<file path="src/rtl/aes128_ctrl_pkg.sv">
// Shared types for the AES-128 stream controller: FSM states, mode bits, block width.
package aes128_ctrl_pkg;

  localparam int AES_BLK_W = 128;

  typedef enum logic [2:0] {
    ST_IDLE      = 3'd0,
    ST_LOAD_KEY  = 3'd1,
    ST_WAIT_IN   = 3'd2,
    ST_ISSUE     = 3'd3,
    ST_WAIT_DONE = 3'd4,
    ST_OUTPUT    = 3'd5
  } state_t;

  typedef struct packed {
    logic decrypt;
    logic cbc;
  } mode_t;

endpackage

</file>
<file path="src/rtl/aes_timeout_cnt.sv">
// Core-completion watchdog: loaded on clear, counts down while enabled,
// expire is asserted on the TIMEOUT_CYCLES-th enabled cycle after clear.
module aes_timeout_cnt #(
  parameter int TIMEOUT_CYCLES = 64
) (
  input  logic clk,
  input  logic rst,
  input  logic clear,
  input  logic enable,
  output logic expire
);

  localparam int W = (TIMEOUT_CYCLES > 1) ? $clog2(TIMEOUT_CYCLES) : 1;
  localparam logic [W-1:0] LOAD_VAL = W'(TIMEOUT_CYCLES - 1);

  logic [W-1:0] cnt_q;

  always_ff @(posedge clk) begin
    if (rst) begin
      cnt_q <= '0;
    end else if (clear) begin
      cnt_q <= LOAD_VAL;
    end else if (enable && (cnt_q != '0)) begin
      cnt_q <= cnt_q - W'(1);
    end
  end

  assign expire = enable && (cnt_q == '0);

endmodule

</file>
<file path="src/rtl/aes128_stream_ctrl.sv">
// Streams 128-bit blocks through the AES-128 core one at a time, with optional
// CBC chaining and valid/ready handshakes on both sides.
//
// state     | meaning
// ----------+--------------------------------------------------------
// IDLE      | waiting for configuration, cfg_ready_o=1
// LOAD_KEY  | waiting for core_ready_i, then load_key pulse with key
// WAIT_IN   | in_ready_o=1, latching the next input block
// ISSUE     | waiting for core_ready_i, then start_enc/start_dec pulse
// WAIT_DONE | waiting for core_done_i, watchdog running
// OUTPUT    | out_valid_o=1 until out_ready_i
module aes128_stream_ctrl
  import aes128_ctrl_pkg::*;
#(
  parameter int TIMEOUT_CYCLES = 64,
  parameter int CNT_W          = 16
) (
  input  logic                 clk,
  input  logic                 rst,
  input  logic                 cfg_valid_i,
  input  logic [AES_BLK_W-1:0] cfg_key_i,
  input  logic [AES_BLK_W-1:0] cfg_iv_i,
  input  logic                 cfg_decrypt_i,
  input  logic                 cfg_cbc_i,
  output logic                 cfg_ready_o,
  input  logic                 in_valid_i,
  input  logic [AES_BLK_W-1:0] in_data_i,
  input  logic                 in_last_i,
  output logic                 in_ready_o,
  output logic                 out_valid_o,
  output logic [AES_BLK_W-1:0] out_data_o,
  output logic                 out_last_o,
  input  logic                 out_ready_i,
  output logic                 core_load_key_o,
  output logic                 core_start_enc_o,
  output logic                 core_start_dec_o,
  output logic [AES_BLK_W-1:0] core_data_o,
  input  logic [AES_BLK_W-1:0] core_data_i,
  input  logic                 core_ready_i,
  input  logic                 core_done_i,
  output logic                 busy_o,
  output logic                 err_timeout_o,
  output logic [CNT_W-1:0]     blk_count_o
);

  state_t               state_q, state_d;
  mode_t                mode_q;
  logic [AES_BLK_W-1:0] key_q, chain_q, raw_q, blk_q, res_q;
  logic                 last_q, err_q;
  logic [CNT_W-1:0]     cnt_q;
  logic                 tmr_expire;

  aes_timeout_cnt #(.TIMEOUT_CYCLES(TIMEOUT_CYCLES)) u_timeout (
    .clk    (clk),
    .rst    (rst),
    .clear  (state_q == ST_ISSUE),
    .enable (state_q == ST_WAIT_DONE),
    .expire (tmr_expire)
  );

  always_ff @(posedge clk) begin
    if (rst) state_q <= ST_IDLE;
    else     state_q <= state_d;
  end

  always_comb begin
    state_d          = state_q;
    cfg_ready_o      = 1'b0;
    in_ready_o       = 1'b0;
    out_valid_o      = 1'b0;
    out_data_o       = '0;
    out_last_o       = 1'b0;
    core_load_key_o  = 1'b0;
    core_start_enc_o = 1'b0;
    core_start_dec_o = 1'b0;
    core_data_o      = '0;
    case (state_q)
      ST_IDLE: begin
        cfg_ready_o = 1'b1;
        if (cfg_valid_i) state_d = ST_LOAD_KEY;
      end
      ST_LOAD_KEY: begin
        core_data_o = key_q;
        if (core_ready_i) begin
          core_load_key_o = 1'b1;
          state_d         = ST_WAIT_IN;
        end
      end
      ST_WAIT_IN: begin
        in_ready_o = 1'b1;
        if (in_valid_i) state_d = ST_ISSUE;
      end
      ST_ISSUE: begin
        core_data_o = blk_q;
        if (core_ready_i) begin
          core_start_enc_o = !mode_q.decrypt;
          core_start_dec_o = mode_q.decrypt;
          state_d          = ST_WAIT_DONE;
        end
      end
      ST_WAIT_DONE: begin
        // Completion takes priority over a watchdog expiring in the same cycle.
        if (core_done_i)     state_d = ST_OUTPUT;
        else if (tmr_expire) state_d = ST_IDLE;
      end
      ST_OUTPUT: begin
        out_valid_o = 1'b1;
        out_data_o  = res_q;
        out_last_o  = last_q;
        if (out_ready_i) state_d = last_q ? ST_IDLE : ST_WAIT_IN;
      end
      default: state_d = ST_IDLE;
    endcase
  end

  always_ff @(posedge clk) begin
    if (rst) begin
      mode_q  <= '0;
      key_q   <= '0;
      chain_q <= '0;
      raw_q   <= '0;
      blk_q   <= '0;
      res_q   <= '0;
      last_q  <= 1'b0;
      err_q   <= 1'b0;
      cnt_q   <= '0;
    end else begin
      case (state_q)
        ST_IDLE: begin
          if (cfg_valid_i) begin
            key_q          <= cfg_key_i;
            chain_q        <= cfg_iv_i;
            mode_q.decrypt <= cfg_decrypt_i;
            mode_q.cbc     <= cfg_cbc_i;
            cnt_q          <= '0;
            err_q          <= 1'b0;
          end
        end
        ST_WAIT_IN: begin
          if (in_valid_i) begin
            raw_q  <= in_data_i;
            last_q <= in_last_i;
            blk_q  <= (mode_q.cbc && !mode_q.decrypt) ? (in_data_i ^ chain_q) : in_data_i;
          end
        end
        ST_WAIT_DONE: begin
          if (core_done_i) begin
            res_q   <= (mode_q.cbc && mode_q.decrypt) ? (core_data_i ^ chain_q) : core_data_i;
            chain_q <= mode_q.decrypt ? raw_q : core_data_i;
          end else if (tmr_expire) begin
            err_q <= 1'b1;
          end
        end
        ST_OUTPUT: begin
          if (out_ready_i) cnt_q <= cnt_q + CNT_W'(1);
        end
        default: ;
      endcase
    end
  end

  assign busy_o        = (state_q != ST_IDLE);
  assign err_timeout_o = err_q;
  assign blk_count_o   = cnt_q;

endmodule

</file>
<file path="config.mk">
export PLATFORM = sky130hd
export DESIGN_NAME = aes128_stream_ctrl
export DESIGN_NICKNAME = d
export VERILOG_FILES = /design/src/rtl/aes128_ctrl_pkg.sv /design/src/rtl/aes_timeout_cnt.sv /design/src/rtl/aes128_stream_ctrl.sv
export SDC_FILE = /design/constraint.sdc
export NUM_CORES = 2
export LEC_CHECK = 0
export BUFFER_PORTS_ARGS = -buffer_cell sky130_fd_sc_hd__buf_2
export CAP_MARGIN = 20
export CELL_PAD_IN_SITES_DETAIL_PLACEMENT = 1
export CELL_PAD_IN_SITES_GLOBAL_PLACEMENT = 1
export CORE_AREA = 2 2 310 312
export DETAILED_ROUTE_END_ITERATION = 6
export DIE_AREA = 0 0 312 314
export PLACE_DENSITY = 0.8
export SLEW_MARGIN = 20
export SYNTH_ARGS = -nofsm -noshare
export SYNTH_HDL_FRONTEND = slang
export SYNTH_SLANG_ARGS = --single-unit
</file>
<file path="constraint.sdc">
create_clock -name clk -period 2.7 [get_ports clk]
set_clock_uncertainty 0.05 [all_clocks]
set_input_delay 0.135 -clock clk [delete_from_list [all_inputs] [get_ports clk]]
set_output_delay 0.135 -clock clk [all_outputs]
set_load 0.01 [all_outputs]
</file>
==> report_table.html <==
<table>
<tr><th>Metric</th><th>Value</th></tr>
<tr><th colspan="2">Clock network</th></tr>
<tr><td>CTS max path bufs</td><td>3</td></tr>
<tr><td>CTS Root Cell</td><td>sky130_fd_sc_hd__clkbuf_16</td></tr>
<tr><td>CTS tree</td><td>yes</td></tr>
<tr><td>Clock edge transition at the registers on the reported setup and hold paths</td><td>0.06 ns</td></tr>
<tr><td>CTS H-tree depth</td><td>3</td></tr>
<tr><td>Sinks on the clock net</td><td>669</td></tr>
<tr><td>TritonCTS buffer count</td><td>80</td></tr>
<tr><td>Clock Latency Late Sink</td><td>0.69 ns</td></tr>
<tr><th colspan="2">Global route</th></tr>
<tr><td>Aggregate global routing overflow</td><td>0</td></tr>
<tr><td>Total track usage</td><td>34.8%</td></tr>
<tr><td>Vias in the first global route</td><td>40800</td></tr>
<tr><td>Largest net degree at the start of global routing</td><td>142</td></tr>
<tr><td>Number of antenna violations at the first check in global routing</td><td>71</td></tr>
<tr><td>Global-route wire length before repair</td><td>261000 um</td></tr>
<tr><th colspan="2">Placed design</th></tr>
<tr><td>Placement-stage cell area</td><td>0.0365 mm2</td></tr>
<tr><td>GPL Wtd Cong</td><td>0.891</td></tr>
<tr><td>Count of buffers inserted at the top-level ports</td><td>802</td></tr>
<tr><td>Pre-CTS worst setup slack</td><td>0.220 ns</td></tr>
<tr><td>Detailed-placement wirelength estimate</td><td>91900 um</td></tr>
<tr><th colspan="2">Detailed routing</th></tr>
<tr><td>Via count</td><td>38100</td></tr>
<tr><td>Detailed router's first-iteration violation count</td><td>4076</td></tr>
<tr><td>DRT Pass-1 Iters</td><td>5</td></tr>
<tr><td>Number of antenna-violating nets in the routed design</td><td>0</td></tr>
<tr><td>DRC errors left</td><td>0</td></tr>
<tr><td>Post-detailed-routing wire length</td><td>182000 um</td></tr>
<tr><td>Per-cell via count in the routed design</td><td>5.83</td></tr>
<tr><td>Final routed wire length divided by cell count</td><td>27.9 um</td></tr>
<tr><th colspan="2">Finish</th></tr>
<tr><td>Total number of nets in the final design</td><td>5669</td></tr>
<tr><td>Non-Filler Cell Area, Final</td><td>0.0461 mm2</td></tr>
<tr><td>Final core area utilization</td><td>48.8%</td></tr>
<tr><td>Layout cell share with drive strength beyond 1</td><td>21.2%</td></tr>
<tr><td>Layout fillers</td><td>11200</td></tr>
<tr><td>Layout area overhead</td><td>48.4%</td></tr>
<tr><th colspan="2">Status</th></tr>
<tr><td>Violated checks</td><td>negative setup slack</td></tr>
<tr><td>Outcome</td><td>complete, but fails checks</td></tr>
<tr><th colspan="2">Logic synthesis</th></tr>
<tr><td>Summed instance area of the synthesized netlist</td><td>0.0311 mm2</td></tr>
<tr><td>Syn avg cell area</td><td>8.08 um2</td></tr>
<tr><td>Number of instances in the synthesized netlist</td><td>3844</td></tr>
<tr><td>Main synth FF type</td><td>sky130_fd_sc_hd__dfxtp_1</td></tr>
<tr><td>Post-synthesis sequential area ratio</td><td>43.1%</td></tr>
<tr><td>Number of synthesized register bits</td><td>669</td></tr>
<tr><td>Post-synthesis net count</td><td>4369</td></tr>
<tr><td>Number of distinct library cells after synthesis</td><td>47</td></tr>
<tr><td>Number of synthesis warnings</td><td>0</td></tr>
<tr><td>FFs w/ async S/R, synth</td><td>0%</td></tr>
<tr><td>Number of enable flip-flop cells after synthesis</td><td>0</td></tr>
<tr><th colspan="2">Setup path</th></tr>
<tr><td>Largest driver fanout on the critical path</td><td>64</td></tr>
<tr><td>R2r worst-path depth</td><td>6</td></tr>
<tr><td>FF-to-FF End</td><td>key_q[71]$_SDFFE_PP0P_</td></tr>
<tr><td>Worst setup path category</td><td>reg -&gt; out</td></tr>
<tr><td>FF-to-FF Start</td><td>state_q[0]$_SDFFE_PP0P_</td></tr>
<tr><td>CP Data Required Time</td><td>2.52 ns</td></tr>
<tr><td>Data arrival at the endpoint of the critical path</td><td>2.54 ns</td></tr>
<tr><td>Startpoint type of the worst setup path</td><td>flip-flop</td></tr>
<tr><td>Endpoint kind of the worst setup timing path</td><td>output port</td></tr>
<tr><td>Reg2reg setup slack</td><td>0 ns</td></tr>
<tr><th colspan="2">Job</th></tr>
<tr><td>Count of max-cap constraint violations</td><td>0</td></tr>
<tr><th colspan="2">STA</th></tr>
<tr><td>Max Clock Freq</td><td>368 MHz</td></tr>
<tr><td>Fin. Hold Viols</td><td>0</td></tr>
<tr><td>Final count of negative-setup-slack endpoints</td><td>2</td></tr>
<tr><td>Fin crit period</td><td>2.72 ns</td></tr>
<tr><td>Ratio of final minimum period to clock period</td><td>101%</td></tr>
<tr><td>Actual slew at the worst max-slew pin</td><td>0.875 ns</td></tr>
<tr><td>Final worst slack</td><td>-0.0210 ns</td></tr>
<tr><td>Remaining max-slew budget at the tightest pin</td><td>41.7%</td></tr>
<tr><td>Max Transition Viols Final</td><td>0</td></tr>
<tr><th colspan="2">Power and ir drop</th></tr>
<tr><td>Reg power frac</td><td>34.4%</td></tr>
<tr><td>Static leakage</td><td>17.6 nW</td></tr>
<tr><td>Combinational power share</td><td>36.8%</td></tr>
<tr><td>Pwr Total</td><td>40.0 mW</td></tr>
<tr><td>Max VDD drop</td><td>0.000530 V</td></tr>
<tr><td>Design internal power</td><td>24.0 mW</td></tr>
<tr><td>Switch share</td><td>40.1%</td></tr>
<tr><td>Power density relative to cell area</td><td>868 mW/mm2</td></tr>
<tr><td>Share of total power in the clock network</td><td>28.8%</td></tr>
<tr><td>Net Switching</td><td>16.0 mW</td></tr>
<tr><th colspan="2">Floorplanning</th></tr>
<tr><td>Die W</td><td>312 um</td></tr>
<tr><td>Effective utilization at floorplan</td><td>32.9%</td></tr>
<tr><td>Number of ports placed on the die boundary</td><td>803</td></tr>
<tr><td>Full die area</td><td>0.0980 mm2</td></tr>
<tr><td>Die height</td><td>314 um</td></tr>
<tr><td>Number of rows created at floorplan</td><td>113</td></tr>
<tr><td>Placeable core region</td><td>0.0944 mm2</td></tr>
<tr><th colspan="2">Worst hold path</th></tr>
<tr><td>Capture endpoint of the worst hold path</td><td>raw_q[127]$_SDFFE_PP0P_</td></tr>
<tr><td>Tightest Hold Check Type</td><td>in -&gt; reg</td></tr>
<tr><td>Cell depth of the worst hold path</td><td>5</td></tr>
<tr><td>Startpoint of the worst hold path</td><td>in_valid_i</td></tr>
</table>
## how the worst max path moves through the flow
stage / start / to / slack (ns) / cells after the start
6_report: state_q[1]$_SDFFE_PP0P_ / core_data_o[6] / -0.02 / 5
5_1_grt: state_q[1]$_SDFFE_PP0P_ / core_data_o[6] / -0.04 / 5
4_1_cts: state_q[2]$_SDFFE_PP0P_ / core_data_o[70] / 0.0006 / 5
3_5_place_dp: state_q[2]$_SDFFE_PP0P_ / chain_q[83]$_SDFFE_PP0P_ / 0.22 / 6
3_3_place_gp: state_q[0]$_SDFFE_PP0P_ / chain_q[2]$_SDFFE_PP0P_ / 0.33 / 6
2_1_floorplan: state_q[0]$_SDFFE_PP0P_ / core_start_enc_o / 0.96 / 7
## synthesized netlist by cell type (2+ instances only)
cell type,count,area (um2)
sky130_fd_sc_hd__nand2_1,1036,3890
sky130_fd_sc_hd__dfxtp_1,669,13400
sky130_fd_sc_hd__a21oi_1,382,1910
sky130_fd_sc_hd__nor2_1,277,1040
sky130_fd_sc_hd__xor2_1,263,2300
sky130_fd_sc_hd__a211oi_1,258,1940
sky130_fd_sc_hd__clkbuf_1,181,679
sky130_fd_sc_hd__and2_1,133,832
sky130_fd_sc_hd__buf_2,133,666
sky130_fd_sc_hd__mux2i_1,131,1310
sky130_fd_sc_hd__a22o_1,128,1120
sky130_fd_sc_hd__o211ai_1,113,848
sky130_fd_sc_hd__a21oi_2,20,175
sky130_fd_sc_hd__o211ai_2,20,250
sky130_fd_sc_hd__buf_6,11,124
sky130_fd_sc_hd__o21ai_0,11,55.1
sky130_fd_sc_hd__or3_1,9,56.3
sky130_fd_sc_hd__buf_1,8,30.0
sky130_fd_sc_hd__inv_1,8,30.0
sky130_fd_sc_hd__nand3_1,6,30.0
sky130_fd_sc_hd__buf_4,5,37.5
sky130_fd_sc_hd__and3_1,4,25.0
sky130_fd_sc_hd__nand2b_1,4,25.0
sky130_fd_sc_hd__ha_1,3,37.5
sky130_fd_sc_hd__and4_1,2,17.5
sky130_fd_sc_hd__nand4_1,2,12.5
sky130_fd_sc_hd__nor3_1,2,10.0
sky130_fd_sc_hd__nor3b_1,2,15.0
sky130_fd_sc_hd__nor4bb_1,2,20.0
sky130_fd_sc_hd__o2111ai_1,2,17.5
sky130_fd_sc_hd__o41ai_1,2,17.5
sky130_fd_sc_hd__xnor2_1,2,17.5
## critical path, stage by stage (launching register included)
cell	delay, ns
sky130_fd_sc_hd__dfxtp_4	0.40
sky130_fd_sc_hd__nand2b_2	0.26
sky130_fd_sc_hd__nor2_4	0.20
sky130_fd_sc_hd__clkbuf_16	0.31
sky130_fd_sc_hd__a22o_1	0.31
sky130_fd_sc_hd__buf_2	0.18
## cells in the final DEF (no fill, tap or decap), types with 5 or more instances in the layout
cell type,count
sky130_fd_sc_hd__nand2_1,1036
sky130_fd_sc_hd__buf_2,801
sky130_fd_sc_hd__dfxtp_1,665
sky130_fd_sc_hd__dlygate4sd3_1,648
sky130_fd_sc_hd__a21oi_1,381
sky130_fd_sc_hd__nor2_1,273
sky130_fd_sc_hd__xor2_1,263
sky130_fd_sc_hd__a211oi_1,258
sky130_fd_sc_hd__and2_1,131
sky130_fd_sc_hd__mux2i_1,131
sky130_fd_sc_hd__a22o_1,126
sky130_fd_sc_hd__o211ai_1,113
sky130_fd_sc_hd__clkbuf_16,85
sky130_fd_sc_hd__diode_2,65
sky130_fd_sc_hd__buf_4,48
sky130_fd_sc_hd__buf_12,47
sky130_fd_sc_hd__a21oi_2,21
sky130_fd_sc_hd__o211ai_2,20
sky130_fd_sc_hd__clkbuf_8,19
sky130_fd_sc_hd__clkinv_2,14
sky130_fd_sc_hd__clkbuf_1,13
sky130_fd_sc_hd__o21ai_0,11
sky130_fd_sc_hd__or3_1,9
sky130_fd_sc_hd__inv_1,8
sky130_fd_sc_hd__clkinvlp_4,8
sky130_fd_sc_hd__nand3_1,5
## per-stage QoR
step | hold WS (ns) | cells | setup TNS [ns]
6_report | 0.100 | 6537 | -0.0218
4_1_cts | 0.0692 | 6459 | 0
5_1_grt | 0.0812 | 6531 | -0.0418
3_3_place_gp | 0.327 | 5661 | 0
2_1_floorplan | 0.221 | 3844 | 0
3_5_place_dp | 0.334 | 5661 | 0
## cell type report
| class | count | area (um2) | area share (%) |
|---|---|---|---|
| Antenna cell | 65 | 163 | 0.353 |
| Clock buffer | 114 | 2360 | 5.12 |
| Clock inverter | 31 | 302 | 0.654 |
| Inverter | 8 | 30.0 | 0.0651 |
| Multi-Input combinational cell | 2831 | 16300 | 35.3 |
| Sequential cell | 669 | 13400 | 29.1 |
| Tap cell | 1265 | 1580 | 3.43 |
| Timing Repair Buffer | 1554 | 12000 | 26.0 |
## layer usage
metal	vias to the layer above	GRT usage [%]	part of all wire (%)
met5	-	0.0967	0.064
met4	20	27.6	8.8
met3	1121	9.49	9.2
met2	2808	57.5	47
met1	18500	37.9	35
li1	15700	-	-
## logic make-up after synthesis
logic type	share of synthesized area [%]
and+or+nand+nor	19.5
xor gates and xnor gates	7.47
DFF	43.1
adders and majority gates	0.121
buffers and inverters	5.04
AOI/OAI and AO/OA	20.6
muxes	4.22
## power groups by stage
stage               registers [mW]  logic [mW]  clock network (mW)
floorplan                     12.9        7.33                   0
finish                        13.8        14.7                11.5
CTS                           13.4        13.1                11.3
detailed placement            13.6        11.2                   0
global placement              13.5        10.8                   0
global route                  13.9        15.5                11.9
## state kept, by name, summed over array words and instances, names as in the netlist
name and flops:
raw_q 128, err_timeout_o 1, state_q 3, blk_count_o 16, chain_q 128, key_q 128, res_q 128, u_timeout.cnt_q 6
blk_q 128, mode_q 2, last_q 1
## timing repair
item / 4_1_cts / 5_1_grt
hold buffers: 649 / 0
pin swaps: 1 / 4
cloned: 2 / 4
setup buffers: 2 / 10
endpoints found under the hold margin: 647 / 0
setup endpoints to repair: 259 / 134
resized for setup: 6 / 14
Power figures use the tool's default switching activity.
